**src/rtl/fetch_pkg.sv**
```systemverilog
// Shared types and constants for the instruction-fetch front end.
package fetch_pkg;

    localparam int XLEN = 32;
    localparam logic [XLEN-1:0] INSTR_NOP = 32'h0000_0013;

    // One buffered fetch: the word and the address it came from.
    typedef struct packed {
        logic [XLEN-1:0] pc;
        logic [XLEN-1:0] instr;
    } fetch_entry_t;

    // Instruction addresses are always word-aligned; low bits are dropped.
    function automatic logic [XLEN-1:0] word_align(input logic [XLEN-1:0] addr);
        return {addr[XLEN-1:2], 2'b00};
    endfunction

endpackage

```
**src/rtl/fetch_if.sv**
```systemverilog
// Bundle of the ROM, redirect and ID-side signals of the fetch unit.
// master = fetch unit, slave = its environment (ROM, EX, ID).
interface fetch_if;
    import fetch_pkg::*;

    logic [XLEN-1:0] i_address;
    logic            i_req;
    logic [XLEN-1:0] i_data_read;
    logic            i_data_valid;
    logic            redirect_valid;
    logic [XLEN-1:0] redirect_pc;
    logic            instr_valid;
    logic            instr_ready;
    logic [XLEN-1:0] instr_data;
    logic [XLEN-1:0] instr_pc;
    logic            flush_pending;

    modport master (
        output i_address, i_req, instr_valid, instr_data, instr_pc, flush_pending,
        input  i_data_read, i_data_valid, redirect_valid, redirect_pc, instr_ready
    );

    modport slave (
        input  i_address, i_req, instr_valid, instr_data, instr_pc, flush_pending,
        output i_data_read, i_data_valid, redirect_valid, redirect_pc, instr_ready
    );

endinterface

```
**src/rtl/fetch_fifo.sv**
```systemverilog
// Prefetch FIFO of fetch entries with push/pop/flush and an occupancy count.
// Push and pop may coincide when full or empty; flush wins over both.
module fetch_fifo
    import fetch_pkg::*;
#(
    parameter  int DEPTH = 4,
    localparam int CW    = $clog2(DEPTH + 1)
) (
    input  logic          clk,
    input  logic          reset,
    input  logic          push,
    input  logic          pop,
    input  logic          flush,
    input  fetch_entry_t  wr_entry,
    output fetch_entry_t  head,
    output logic [CW-1:0] count
);

    localparam int PW = (DEPTH > 1) ? $clog2(DEPTH) : 1;

    fetch_entry_t    mem [DEPTH];
    logic [PW-1:0]   rd_ptr;
    logic [PW-1:0]   wr_ptr;
    logic            do_push;
    logic            do_pop;

    assign do_pop  = pop && (count != '0);
    assign do_push = push && ((count != CW'(DEPTH)) || do_pop);
    assign head    = mem[rd_ptr];

    function automatic logic [PW-1:0] bump(input logic [PW-1:0] p);
        return (p == PW'(DEPTH - 1)) ? '0 : p + PW'(1);
    endfunction

    // Storage write.
    // NOTE: the data array has no reset; count and pointers decide what is valid,
    // so resetting it would only cost flops.
    always_ff @(posedge clk) begin
        if (do_push) mem[wr_ptr] <= wr_entry;
    end

    // Pointer and occupancy update.
    // NOTE: state uses non-blocking assignments so every flop samples pre-edge values.
    always_ff @(posedge clk or posedge reset) begin
        if (reset) begin
            rd_ptr <= '0;
            wr_ptr <= '0;
            count  <= '0;
        end else if (flush) begin
            rd_ptr <= '0;
            wr_ptr <= '0;
            count  <= '0;
        end else begin
            if (do_push) wr_ptr <= bump(wr_ptr);
            if (do_pop)  rd_ptr <= bump(rd_ptr);
            case ({do_push, do_pop})
                2'b10:   count <= count + CW'(1);
                2'b01:   count <= count - CW'(1);
                default: count <= count;
            endcase
        end
    end

    // A push into a full FIFO without a matching pop means the credit rule broke.
    assert property (@(posedge clk) disable iff (reset) !(push && !do_push && !flush))
        else $error("fetch_fifo overflow push");

endmodule

```
**src/rtl/fetch_unit.sv**
```systemverilog
// Credit-based instruction prefetcher: in-order ROM requests, FIFO buffering,
// valid/ready delivery to ID, and redirect handling that discards stale words.
// Optional FETCH_BYPASS_EN: a response arriving into an empty FIFO is shown to
// ID in the same cycle and skips the FIFO when ID takes it.
module fetch_unit
    import fetch_pkg::*;
#(
    parameter int              FIFO_DEPTH = 4,
    parameter logic [XLEN-1:0] RESET_PC   = 32'h0000_0000
) (
    input logic    clk,
    input logic    reset,
    fetch_if.master bus
);

    localparam int CW = $clog2(FIFO_DEPTH + 1);

    logic [XLEN-1:0] fetch_pc;
    logic [XLEN-1:0] resp_pc;
    logic [CW-1:0]   outstanding;
    logic [CW-1:0]   discard;
    logic [CW-1:0]   count;
    logic [CW:0]     credit_used;
    fetch_entry_t    head;
    fetch_entry_t    resp_entry;
    logic            fifo_valid;
    logic            req;
    logic            keep;
    logic            bypass;
    logic            push;
    logic            pop;

    // Credits: buffered words plus words still on their way may not exceed the FIFO.
    assign credit_used = {1'b0, count} + {1'b0, outstanding};
    assign req         = !reset && !bus.redirect_valid && (credit_used < (CW + 1)'(FIFO_DEPTH));
    assign keep        = bus.i_data_valid && (discard == '0) && !bus.redirect_valid;
    assign fifo_valid  = (count != '0);
    assign resp_entry  = '{pc: resp_pc, instr: bus.i_data_read};

`ifdef FETCH_BYPASS_EN
    assign bypass = keep && !fifo_valid;
`else
    assign bypass = 1'b0;
`endif

    assign push = keep && !(bypass && bus.instr_ready);
    assign pop  = fifo_valid && bus.instr_ready;

    assign bus.i_req         = req;
    assign bus.i_address     = fetch_pc;
    assign bus.flush_pending = (discard != '0);

    fetch_fifo #(.DEPTH(FIFO_DEPTH)) u_fifo (
        .clk      (clk),
        .reset    (reset),
        .push     (push),
        .pop      (pop),
        .flush    (bus.redirect_valid),
        .wr_entry (resp_entry),
        .head     (head),
        .count    (count)
    );

    // ID-side view: FIFO head first, then a bypassed response, else idle values.
    // NOTE: every output gets a default before the branches so no latch is inferred.
    always_comb begin
        bus.instr_valid = fifo_valid || bypass;
        bus.instr_data  = '0;
        bus.instr_pc    = resp_pc;
        if (fifo_valid) begin
            bus.instr_data = head.instr;
            bus.instr_pc   = head.pc;
        end else if (bypass) begin
            bus.instr_data = bus.i_data_read;
            bus.instr_pc   = resp_pc;
        end
    end

    // Request/response bookkeeping and redirect handling.
    always_ff @(posedge clk or posedge reset) begin
        if (reset) begin
            fetch_pc    <= RESET_PC;
            resp_pc     <= RESET_PC;
            outstanding <= '0;
            discard     <= '0;
        end else begin
            case ({req, bus.i_data_valid})
                2'b10:   outstanding <= outstanding + CW'(1);
                2'b01:   outstanding <= outstanding - CW'(1);
                default: outstanding <= outstanding;
            endcase
            if (bus.redirect_valid) begin
                // Everything still in flight is stale, minus a word landing right now.
                discard  <= outstanding - CW'(bus.i_data_valid);
                fetch_pc <= word_align(bus.redirect_pc);
                resp_pc  <= word_align(bus.redirect_pc);
            end else begin
                if (req)  fetch_pc <= fetch_pc + XLEN'(4);
                if (keep) resp_pc  <= resp_pc + XLEN'(4);
                if (bus.i_data_valid && (discard != '0)) discard <= discard - CW'(1);
            end
        end
    end

endmodule

```
**src/flat_wrapper.sv**
```systemverilog
// flat-port wrapper written by rule: the top's interface ports become plain ports
module fetch_unit_flat import fetch_pkg::*;
#(
    parameter int              FIFO_DEPTH = 4,
    parameter logic [XLEN-1:0] RESET_PC   = 32'h0000_0000
)
  (clk, reset, bus_i_address, bus_i_req, bus_instr_valid, bus_instr_data, bus_instr_pc, bus_flush_pending, bus_i_data_read, bus_i_data_valid, bus_redirect_valid, bus_redirect_pc, bus_instr_ready);
  fetch_if bus_i ();
  input logic clk;
  input logic reset;
  output wire logic [$bits(bus_i.i_address)-1:0] bus_i_address;
  output wire logic [$bits(bus_i.i_req)-1:0] bus_i_req;
  output wire logic [$bits(bus_i.instr_valid)-1:0] bus_instr_valid;
  output wire logic [$bits(bus_i.instr_data)-1:0] bus_instr_data;
  output wire logic [$bits(bus_i.instr_pc)-1:0] bus_instr_pc;
  output wire logic [$bits(bus_i.flush_pending)-1:0] bus_flush_pending;
  input wire logic [$bits(bus_i.i_data_read)-1:0] bus_i_data_read;
  input wire logic [$bits(bus_i.i_data_valid)-1:0] bus_i_data_valid;
  input wire logic [$bits(bus_i.redirect_valid)-1:0] bus_redirect_valid;
  input wire logic [$bits(bus_i.redirect_pc)-1:0] bus_redirect_pc;
  input wire logic [$bits(bus_i.instr_ready)-1:0] bus_instr_ready;
  assign bus_i_address = bus_i.i_address;
  assign bus_i_req = bus_i.i_req;
  assign bus_instr_valid = bus_i.instr_valid;
  assign bus_instr_data = bus_i.instr_data;
  assign bus_instr_pc = bus_i.instr_pc;
  assign bus_flush_pending = bus_i.flush_pending;
  assign bus_i.i_data_read = bus_i_data_read;
  assign bus_i.i_data_valid = bus_i_data_valid;
  assign bus_i.redirect_valid = bus_redirect_valid;
  assign bus_i.redirect_pc = bus_redirect_pc;
  assign bus_i.instr_ready = bus_instr_ready;
  fetch_unit #(.FIFO_DEPTH(FIFO_DEPTH), .RESET_PC(RESET_PC)) u_core (.clk(clk), .reset(reset), .bus(bus_i));
endmodule
```
**config.mk**
```make
export PLATFORM = sky130hd
export DESIGN_NAME = fetch_unit_flat
export DESIGN_NICKNAME = d
export VERILOG_FILES = /design/src/rtl/fetch_pkg.sv /design/src/rtl/fetch_if.sv /design/src/rtl/fetch_fifo.sv /design/src/rtl/fetch_unit.sv /design/src/flat_wrapper.sv
export SDC_FILE = /design/constraint.sdc
export NUM_CORES = 1
export LEC_CHECK = 0
export ABC_CLOCK_PERIOD_IN_PS = 3600
export BUFFER_PORTS_ARGS = -buffer_cell sky130_fd_sc_hd__clkbuf_2
export CORE_MARGIN = 1.5
export CORE_UTILIZATION = 30
export DETAILED_ROUTE_END_ITERATION = 8
export GPL_ROUTABILITY_DRIVEN = 0
export HOLD_SLACK_MARGIN = 0.1
export PLACE_DENSITY = 0.49
export SKIP_CTS_REPAIR_TIMING = 1
export SYNTH_ARGS = -nofsm -noshare
export SYNTH_HDL_FRONTEND = slang
export SYNTH_HIERARCHICAL = 1
export SYNTH_SLANG_ARGS = --single-unit
```
**constraint.sdc**
```tcl
create_clock -name clk -period 3.6 [get_ports clk]
set_clock_uncertainty 0.15 [all_clocks]
set_input_delay 0.72 -clock clk [delete_from_list [all_inputs] [get_ports clk]]
set_output_delay 0.72 -clock clk [all_outputs]
set_load 0.02 [all_outputs]
```
# After elaboration in Yosys (flattened, before gate mapping)
# Memory sizes are Yosys's and may differ from the RTL's.
# Cells that the tools add are included.
# totals
regBits	77
ramBits	256
output_inout_bits	99
elab_cells	67
mem_count	1
# op_classes
addsub	11
magnitude_cmp	1
eq_ne	7
mux	19
n_reduce_logical	21
# memory_table
name	words	word_bits	rd	rd_ports_with_merged_regs	wr	line_no	text
u_core.u_fifo.mem	4	64	1	0	1	fetch_fifo.sv:21	fetch_entry_t mem [DEPTH];
# op_table
cell	n
2-to-1 mux 32 bit	6
adder 32 x 3 -> 32 bit, second input constant	2
2-to-1 mux 2 bit	6
one-hot mux 3 bit (2 select lines)	2
nonzero test 2 bit	6
2-to-1 mux 3 bit	3
nonzero test 3 bit	3
subtractor 3 x 1 -> 3 bit, second input constant	3
equality test 2 bit, second input constant	4
logical AND 1 bit	8
adder 3 x 1 -> 3 bit, second input constant	2
adder 2 x 1 -> 2 bit, second input constant	2
adder 3 x 3 -> 4 bit	1
equality test 2 x 1 -> 1 bit, second input constant	2
< comparator 4 x 3 -> 1 bit, second input constant	1
zero test 3 bit	1
!= test 3 bit, second input constant	1
subtractor 3 x 1 -> 3 bit	1
zero test 1 bit	2
2-to-1 mux 1 bit	2
logical OR 1 bit	1

# Depth between registers and ports, before layout
# logic_depth
ltp_word	8
mapped_depth	12
ltp_nobuf	10

# Hierarchy
# The synthesis kept the hierarchy.
# by_module_without_submodules
module	instances	cells_per_inst	area_each_um2
fetch_fifo	1	395	9766.9
fetch_unit	1	489	4315.4

# Worst setup path after synthesis
# Ideal clock, no wire load.
# synth_timing
path_kind	reg2reg
start	reg u_core.u_fifo.count[1]
end	mem u_core/u_fifo/mem[0][0] (netlist bit) (enable)
setup_time_ps	429
t_arrival_ps	3315
required_ps	3021
path_slack_ps	-294
path_stages_with_launch	9
period_less_slack_ps	3894
cell_sequence	dfrtp_1 > or3_1 > clkbuf_1 > clkbuf_1 > and2_1 > buf_4 > nor4b_2 > nor2_1 > and2_1
# synth_between
elab_chain_len	7
word_cells_on_any_way	8
cone_classes	eq/ne (1); mux (2); reduce/logical (5)
# synth_rtl
element	line_no	text
from (decl)	fetch_fifo.sv:16	output logic [CW-1:0] count
from (signal assigned)	fetch_fifo.sv:57	2'b10: count <= count + CW'(1);
from (signal assigned)	fetch_fifo.sv:58	2'b01: count <= count - CW'(1);
from (signal assigned)	fetch_fifo.sv:59	default: count <= count;
nonzero test 3 bit	fetch_unit.sv:37	assign fifo_valid = (count != '0);
logical AND 1 bit	fetch_unit.sv:47	assign pop = fifo_valid && bus.instr_ready;
via u_core.pop	fetch_unit.sv:31	logic pop;
logical AND 1 bit	fetch_fifo.sv:27	assign do_pop = pop && (count != '0);
logical OR 1 bit	fetch_fifo.sv:28	assign do_push = push && ((count != CW'(DEPTH)) || do_pop);
logical AND 1 bit	fetch_fifo.sv:28	
2-to-1 mux 1 bit	fetch_fifo.sv:39	if (do_push) mem[wr_ptr] <= wr_entry;
2-to-1 mux 1 bit (not written as such)	fetch_fifo.sv:39	
to (decl)	fetch_fifo.sv:21	
# The timed path passes the listed nets, and every way through them passes these cells.

# Worst setup path after layout
# layout_timing
start	reg u_core.outstanding[2]
end	out bus_i_req
# layout_between
elab_chain_len	3
# layout_rtl
element	line_no	text
from (decl)	fetch_unit.sv:20	logic [CW-1:0] outstanding;
from (signal assigned)	fetch_unit.sv:88	2'b10: outstanding <= outstanding + CW'(1);
from (signal assigned)	fetch_unit.sv:89	2'b01: outstanding <= outstanding - CW'(1);
from (signal assigned)	fetch_unit.sv:90	default: outstanding <= outstanding;
adder 3 x 3 -> 4 bit	fetch_unit.sv:34	assign credit_used = {1'b0, count} + {1'b0, outstanding};
< comparator 4 x 3 -> 1 bit	fetch_unit.sv:35	assign req = !reset && !bus.redirect_valid && (credit_used < (CW + 1)'(FIFO_DEPTH));
logical AND 1 bit	fetch_unit.sv:35	
to (decl)	flat_wrapper.sv:12	output wire logic [$bits(bus_i.i_req)-1:0] bus_i_req;
# Every way passes these cells.

==> metrics <==
status=finished, final reports clean; Worst path slowest cell=or4_4; post-synthesis adder-cell area fraction=around 1.5%; CP max stage delay=610 ps; WP buf/inv=2; Post-DP HPWL=21.7 mm; Sink Count=about 330; main combinational cell family by area after synthesis=multiplexers; Synth Flop Type=edfxtp_1; H-tree levels=2; Synth Cell Area=around 14000 um2; max-slew violation count=0; Initial Utilization=30.3%; XOR/XNOR Fraction of Synth Area=under 10%; first-pass GRT wire length=approximately 52 mm; Synth cell types=between 40 and 50; hold crit path type=in -> reg; CP Launch Type=flop; final core occ=36.7%; syn_area_per_cell=15.9 um2; Post-synth ARST share=approximately 22%; drt drc=0; Simple-Gate Fraction of Synth Area=~9%; Worst Setup End Kind=primary output; Total Power=0.00914 W; 1st-iter DRT viols=between 500 and 600; Total GRT Usage=roughly 14%; Crit path max-delay family=simple AND/OR/NAND/NOR gates; WL per Instance=around 20 um; final setup fails=0; vias=between 8000 and 9000; Final nets=between 1000 and 1500; initial antenna violation count=0; FF+latch count, synth=329; worst hold-check slack=between 200 and 300 ps; worst-case reg-to-reg path depth=8; Die H=220 um; later-pin clock latency in the skew report=roughly 540 ps; filler instances=approximately 4500; RSZ-0062 raised after global routing=no; CP Class=reg -> out; Hold Fails Final Rpt=0; Hold Path Stages=1; Final Critical Period=approximately 3500 ps; vias in the first global route=8478; WP data required=between 2000 and 3000 ps; Max clock buf depth=3; drt total wl=34.1 mm; leak pwr=between 6 and 7 nW; layout cells sized above 1=about a third; power per cell area=around 540 nW/um2; Core Footprint=between 40000 and 50000 um2; Setup Total Neg Slack=0 ps; TritonCTS Buffers=39; Worst-Margin Slew=around 850 ps; Critical Path Stages=5; row cnt=roughly 80; Critical Path AT=2620 ps; Mapped Cells=~900; post-DR vias/cell=between 4 and 5; antenna-violating nets left=0; Slew HR=43.2%; Synth Area in Compound Gates=4.59%; Layout area overhead=21.2%; final worst-path cycle share=between 90% and 100%; yosys warns=6; mux cell area share after synthesis=between 10% and 20%; Post-synth EDFFs=about 260; CTS clk-pin slew, worst paths=60 ps; Critical Path, Cell by Cell=ha_1, or4_4, or3_1, inv_2, clkbuf_2; diode count=0; FMAX=about 290 MHz; io pins=roughly 170; die width=about 220 um; VDD IR max=between 0.2 and 0.3 mV; Root Buffer=clkbuf_16; top fanout value on the critical path=6; largest net degree at the start of global routing=between 60 and 70; CTS tree=built; I/O Buffers=between 150 and 200; Die Area=just under 50000 um2; Pre-antenna DRT Iters=5; post-synthesis sequential area ratio=67.6%; max-cap violations=0; Congestion Overflow GR=0
## kinds of logic after synthesis
group | count (synthesis)
mux | 98
xor+xnor | 36
flops | 329
compound gates | 104
other cells | 1
buf+inv | 64
fa+ha+maj | 16
simple gates | 236
## layout make-up
cell class,instances,area [um2],share of cell area [%]
timing repair buffer,196,1190,6.98
clock buffer,56,1120,6.58
inverter,17,63.8,0.374
sequential,329,9520,55.8
tap,607,759,4.45
multi-input combinational,500,4320,25.3
clock inverter,14,95.1,0.557
## where the power goes
group	leakage (nW)	total, W	switching [W]	internal (W)
registers	3.20	0.00452	0.000221	0.00430
logic	2.27	0.000872	0.000519	0.000353
clock network	0.597	0.00374	0.00151	0.00223
total	6.07	0.00914	0.00225	0.00689
## worst paths after layout
check	slack, ps	startpoint	endpoint
hold reg to reg	380	u_core/outstanding[2]	u_core/outstanding[2]
max in group asynchronous	1700	reset	u_core/resp_pc[10]
min in group asynchronous	530	reset	u_core/outstanding[0]
hold / removal	250	bus_i_data_read[3]	u_core/u_fifo/mem[3][3]
setup / recovery	110	u_core/outstanding[2]	bus_i_req
setup reg to reg	530	u_core/outstanding[2]	u_core/outstanding[2]
## routing by layer
metal | part of all wire [%] | global-route usage (%) | vias up | routed length, um
met2 | 45 | 22.1 | 241 | 15400
met3 | 5.9 | 2.87 | 46 | 2020
met4 | 2.1 | 4.42 | 0 | 710
li1 | - | - | 3851 | -
met5 | 0 | 0 | - | 0
met1 | 47 | 20.5 | 4225 | 15900
## cell usage in the layout (no fill, tap or decap), types with 4 or more instances in the layout
cell type  netlist  layout
a21oi_1         13      13
a31oi_1          5       5
and2_1          42      38
and2_4           0       4
and3_1          11      11
and4_1           6       6
buf_12           0      10
buf_4            8      22
clkbuf_1        21      11
clkbuf_16        0      41
clkbuf_2         0     163
clkbuf_8         0       4
clkinv_1         0       5
clkinv_2         0       6
conb_1           1      10
dfrtp_1         73      70
edfxtp_1       256     256
ha_1            14      14
inv_1           16      15
mux2_2          31      31
mux4_2          64      64
nand2_1         59      59
nand3_1         37      37
nand3b_1         4       4
nand4_1         24      24
nor2_1          28      28
nor3_1           5       5
nor4_1           6       5
o211ai_1        10      10
o21ai_0         46      46
o311ai_0        16      16
xnor2_1         11      11
xor2_1          25      25
## per-stage QoR
step	cell area [um2]	cells	setup slack, ps
floorplan	14100	893	406
global placement	15800	1646	480
detailed placement	15800	1646	479
CTS	17000	1716	-10.6
global route	17100	1719	11.8
finish	17100	1719	106
## registers in the layout, summed over array words and instances, names as in the netlist
register,flops
u_core/u_fifo/rd_ptr,2
u_core/u_fifo/wr_ptr,2
u_core/u_fifo/count,3
u_core/resp_pc,30
u_core/discard,3
u_core/u_fifo/mem,256
u_core/bus.i_address,30
u_core/outstanding,3
## Yosys cell counts (3+ instances only)
master    instances  share of area, %
a41oi_1           3              0.19
or3_1             3              0.13
inv_1            16              0.43
nand3b_1          4              0.21
nor4_1            6              0.27
o21ai_1           3              0.11
mux2i_1           3              0.21
xnor2_1          11              0.68
a31oi_1           5              0.22
a21oi_1          13              0.46
ha_1             14               1.2
dfrtp_1          73                13
and2_1           42               1.9
edfxtp_1        256                55
clkbuf_1         21              0.56
o21ai_0          46               1.6
o311ai_0         16               1.0
or4_1             3              0.16
nor3_1            5              0.18
buf_2            14              0.50
nand4_1          24               1.1
xor2_1           25               1.6
nand2_1          59               1.6
nor2_1           28              0.75
nand3_1          37               1.3
and3_1           11              0.49
and4_1            6              0.37
buf_4             8              0.43
mux4_2           64                10
o211ai_1         10              0.53
mux2_2           31               2.5
No activity file was read; power rests on OpenSTA's default activity.
